--- config.mk ---
export PLATFORM = sky130hd
export DESIGN_NAME = pulse_train_gen
export DESIGN_NICKNAME = d
export VERILOG_FILES = /design/src/rtl/pulse_train_gen.sv
export SDC_FILE = /design/constraint.sdc
export NUM_CORES = 1
export LEC_CHECK = 0
export BUFFER_PORTS_ARGS = -buffer_cell sky130_fd_sc_hd__buf_2
export CELL_PAD_IN_SITES_DETAIL_PLACEMENT = 1
export CELL_PAD_IN_SITES_GLOBAL_PLACEMENT = 1
export CORE_MARGIN = 2
export CORE_UTILIZATION = 52
export DETAILED_ROUTE_END_ITERATION = 10
export MAX_ROUTING_LAYER = met4
export PLACE_DENSITY_LB_ADDON = 0.1
export REMOVE_ABC_BUFFERS = 1
export SKIP_CTS_REPAIR_TIMING = 1
export SLEW_MARGIN = 25
export SYNTH_ARGS = -nofsm -noshare
export SYNTH_HDL_FRONTEND = slang
export SYNTH_SLANG_ARGS = --single-unit
--- constraint.sdc ---
create_clock -name clk -period 7.4 [get_ports clk]
set_input_delay 0.37 -clock clk [delete_from_list [all_inputs] [get_ports clk]]
set_output_delay 0.37 -clock clk [all_outputs]
set_load 0.02 [all_outputs]
--- src/rtl/pulse_train_gen.sv ---
// Multi-channel pulse train generator: per-channel one-shot, fixed-rate repeat or
// typematic strobes from level inputs, with runtime period and delay.
module pulse_train_gen #(
  parameter int unsigned CHANNELS = 4,
  parameter int unsigned CNT_W    = 8
) (
  input  logic                clk,
  input  logic                rst,
  input  logic [CHANNELS-1:0] in,
  input  logic [1:0]          mode,
  input  logic [CNT_W-1:0]    period,
  input  logic [CNT_W-1:0]    delay,
  output logic [CHANNELS-1:0] out,
  output logic [CHANNELS-1:0] active
);

  typedef enum logic [1:0] {
    ST_IDLE,
    ST_WAIT,
    ST_REPEAT
  } state_t;

  localparam logic [1:0] MODE_REPEAT    = 2'd1;
  localparam logic [1:0] MODE_TYPEMATIC = 2'd2;

  state_t                 state   [CHANNELS];
  logic [CNT_W-1:0]       cnt     [CHANNELS];
  logic [CNT_W-1:0]       per_m1  [CHANNELS];
  logic [CHANNELS-1:0]    prev;

  logic [CNT_W-1:0]       period_m1;
  logic [CNT_W-1:0]       delay_m1;

  // Counters hold "cycles still to wait", so a spacing of S loads S-1; zero spacing acts as 1.
  always_comb begin
    period_m1 = '0;
    delay_m1  = '0;
    if (period != '0) period_m1 = period - 1'b1;
    if (delay != '0)  delay_m1  = delay - 1'b1;
  end

  always_ff @(posedge clk) begin
    if (rst) begin
      prev   <= '1;
      out    <= '0;
      active <= '0;
      for (int unsigned i = 0; i < CHANNELS; i++) begin
        state[i]  <= ST_IDLE;
        cnt[i]    <= '0;
        per_m1[i] <= '0;
      end
    end else begin
      for (int unsigned i = 0; i < CHANNELS; i++) begin
        prev[i] <= in[i];
        out[i]  <= 1'b0;
        if (in[i] && !prev[i]) begin
          // The latched mode lives on as the state; the delay is consumed at load.
          out[i]    <= 1'b1;
          per_m1[i] <= period_m1;
          case (mode)
            MODE_REPEAT: begin
              state[i]  <= ST_REPEAT;
              cnt[i]    <= period_m1;
              active[i] <= 1'b1;
            end
            MODE_TYPEMATIC: begin
              state[i]  <= ST_WAIT;
              cnt[i]    <= delay_m1;
              active[i] <= 1'b1;
            end
            default: begin
              state[i]  <= ST_IDLE;
              cnt[i]    <= '0;
              active[i] <= 1'b0;
            end
          endcase
        end else if (!in[i]) begin
          state[i]  <= ST_IDLE;
          cnt[i]    <= '0;
          active[i] <= 1'b0;
        end else if (state[i] != ST_IDLE) begin
          if (cnt[i] == '0) begin
            out[i]   <= 1'b1;
            cnt[i]   <= per_m1[i];
            state[i] <= ST_REPEAT;
          end else begin
            cnt[i] <= cnt[i] - 1'b1;
          end
        end
      end
    end
  end

endmodule

==> reports/results.ini <==
[run_status]
outcome=finished clean

[die]
num_rows=36
dieWidth_um=104
coreArea_um2=9680
die_h_um=104
io_pins=32
initial_core_util=0.533
dieArea_um2=10700

[setup_path]
r2r_cells=7
crit_type=flip-flop to flip-flop
cp_num_cells=7
crit_buf_inv=1
crit_fanout=10
worst_setup_path_start_kind=flip-flop
crit_start=cnt[2][0]
timing.rr.start=cnt[2][0]
r2r_slack_ns=4.79
cp-end-kind=flip-flop
slowest_stage=or3_1
critical_path.max_stage_delay_ns=0.55
cp_cell_sequence=inv_1, ha_1, or3b_1, or3_1, o21a_1, o221a_1, o21a_1
endpoint=cnt[2][5]
r2r-end=cnt[2][5]
cp.required_ns=7.53
worstPathArrival_ns=2.74
crit_path_frequent_cell=o21a_1
critical_path.top_delay_family=simple AND/OR/NAND/NOR gates

[sta]
hold_viol=0
fin_tns_setup_ns=0
fmax_ghz=0.383
slew-limit-headroom=0.403
setup_viol=0
drv_slew=0
tightest_slew_ns=0.895
hold_slack_ns=0.237
min_period_over_period=0.352
timing.final.ws_setup_ns=4.79
fin_worst_skew_ns=0.0126
rsz0062_at_grt=false
finalCriticalPeriod_ns=2.61

[yosys]
synth_top_flop_cell=edfxtp_1
synthTopCellsByArea=edfxtp_1, nor2_1, o21ai_0, dfxtp_1, ha_1
syn_area_per_cell_um2=9.45
synth_area_um2=5160
async_flop_share=0
yosysTopAreaCell=edfxtp_1
yosys_warnings=0
synth_edf_count=72
ys_seq_area_frac=0.466
ys_types=72
synth-seq-cells=84
synth_top_cell_area_share=0.419
syn_inst=546

[drt]
wl_per_cell_um=21.4
via_per_inst=6.44
drt_iter0_markers=154
dr_total_vias=4567
routed_wl_um=15100
antenna_left=0
drc_errors=0
drt_pass1_iterations=5

[cts]
clock_latency_ns=0.37
cts_tree=yes
cts.sinks=84
cts_buffers=9
clk_pin_slew_ns=0.08
cts-root-buf=clkbuf_8
cts_max_level=3
cts_max_path_buffers=2

[power]
clockPowerShare=0.287
ir_worst_vdd_uv=115
power_frac_seq=0.506
p_sw_mw=0.349
powerDensity_nw_per_um2=202
p_leak_nw=2.17
p_int_mw=0.787
p_comb_frac=0.206
swShare=0.307
power_mw=1.14

[grt]
antenna_found_initial=0
grt_overflow=0
grt_max_degree=28
grt_pass1_wl_um=24400
track_usage=0.300
grt_pass1_vias=4633

[cells_and_area]
areaGrowthSynthToFinish_pct=8.76
fin_nets=606
design_area_um2=5610
diodes=0
fin_cells=709
drive_gt1_frac=0.137
fin_util=0.579

[placed_design]
dp.cells=693
io_buffer_count=31
pre_cts_slack_ns=4.34
dpl_cell_area_um2=5420
gp_routability_congestion=0.904
dp_hpwl_um=11300

[hold_path]
hp-class=input port to flip-flop
hold_start=in[3]

[run]
cap_viol_max_count=0

[registers in the layout, summed over array words and instances (netlist names)]
| signal | flops |
|---|---|
| per_m1 | 32 |
| state | 8 |
| active | 4 |
| out | 4 |
| cnt | 32 |
| prev | 4 |
[placed cells by master (no fill, tap or decap), drive strengths merged, types with 8 or more instances in the layout]
cell type / count
o22ai: 12
clkbuf: 11
a221oi: 8
nor3: 18
o21ai: 60
ha: 11
xor2: 9
xnor2: 10
buf: 35
inv: 30
nand2: 33
a21oi: 24
nand2b: 8
nor2: 89
or3: 9
edfxtp: 72
dfxtp: 12
[logic make-up (layout without fill, tap and decap cells)]
kind of cell             count (synthesis)  in the layout  share of synthesized area
AO/OA/AOI/OAI                          164            164                      0.207
XOR/XNOR                                19             19                     0.0323
adder cells (fa/ha/maj)                 11             11                     0.0267
buffers and inverters                   51             81                     0.0415
flip-flops                              84             84                      0.466
multiplexers                            11             11                     0.0228
AND/OR/NAND/NOR                        206            206                      0.204
[worst min-delay path: stages]
cell and delay (ns):
buf_2 0.10, inv_1 0.05, nand2_1 0.06
[synth_stat cells, drive strengths merged, types with 10 or more instances]
library cell	instances
nor2	89
o22ai	12
ha	11
clkbuf	16
edfxtp	72
nor3	18
inv	30
dfxtp	12
o21ai	60
nand2	33
a21oi	24
xnor2	10
[per-layer routing]
| layer | global-route usage | share of wire | up-vias |
|---|---|---|---|
| met5 | - | 0 | - |
| met4 | 0.160 | 0.044 | 0 |
| met1 | 0.360 | 0.41 | 2258 |
| met2 | 0.493 | 0.49 | 157 |
| met3 | 0.0415 | 0.053 | 55 |
| li1 | - | - | 2097 |
[worst min-delay path by stage]
stage,end,cells after the start
global route,prev[3],3
detailed placement,active[2],1
global placement,active[3],2
floorplan,out[3],1
CTS,prev[3],3
finish,prev[3],3
[power groups by stage]
stage	Sequential, mW	Combinational [mW]	Clock (mW)
after floorplan	0.579	0.152	0
after global placement	0.582	0.220	0
after detailed placement	0.586	0.229	0
after CTS	0.575	0.231	0.328
after global routing	0.580	0.258	0.343
final	0.575	0.234	0.326
[final cells by class]
cell class	count	area (um2)
flip-flops and latches	84	2400
well taps	133	166
inverters	30	113
multi-input cells	411	2560
clock buffers	11	131
fillers	1126	4070
repair buffers	35	185
clock inverters	5	52.6
Note: power is estimated with default switching activity, not from simulation.
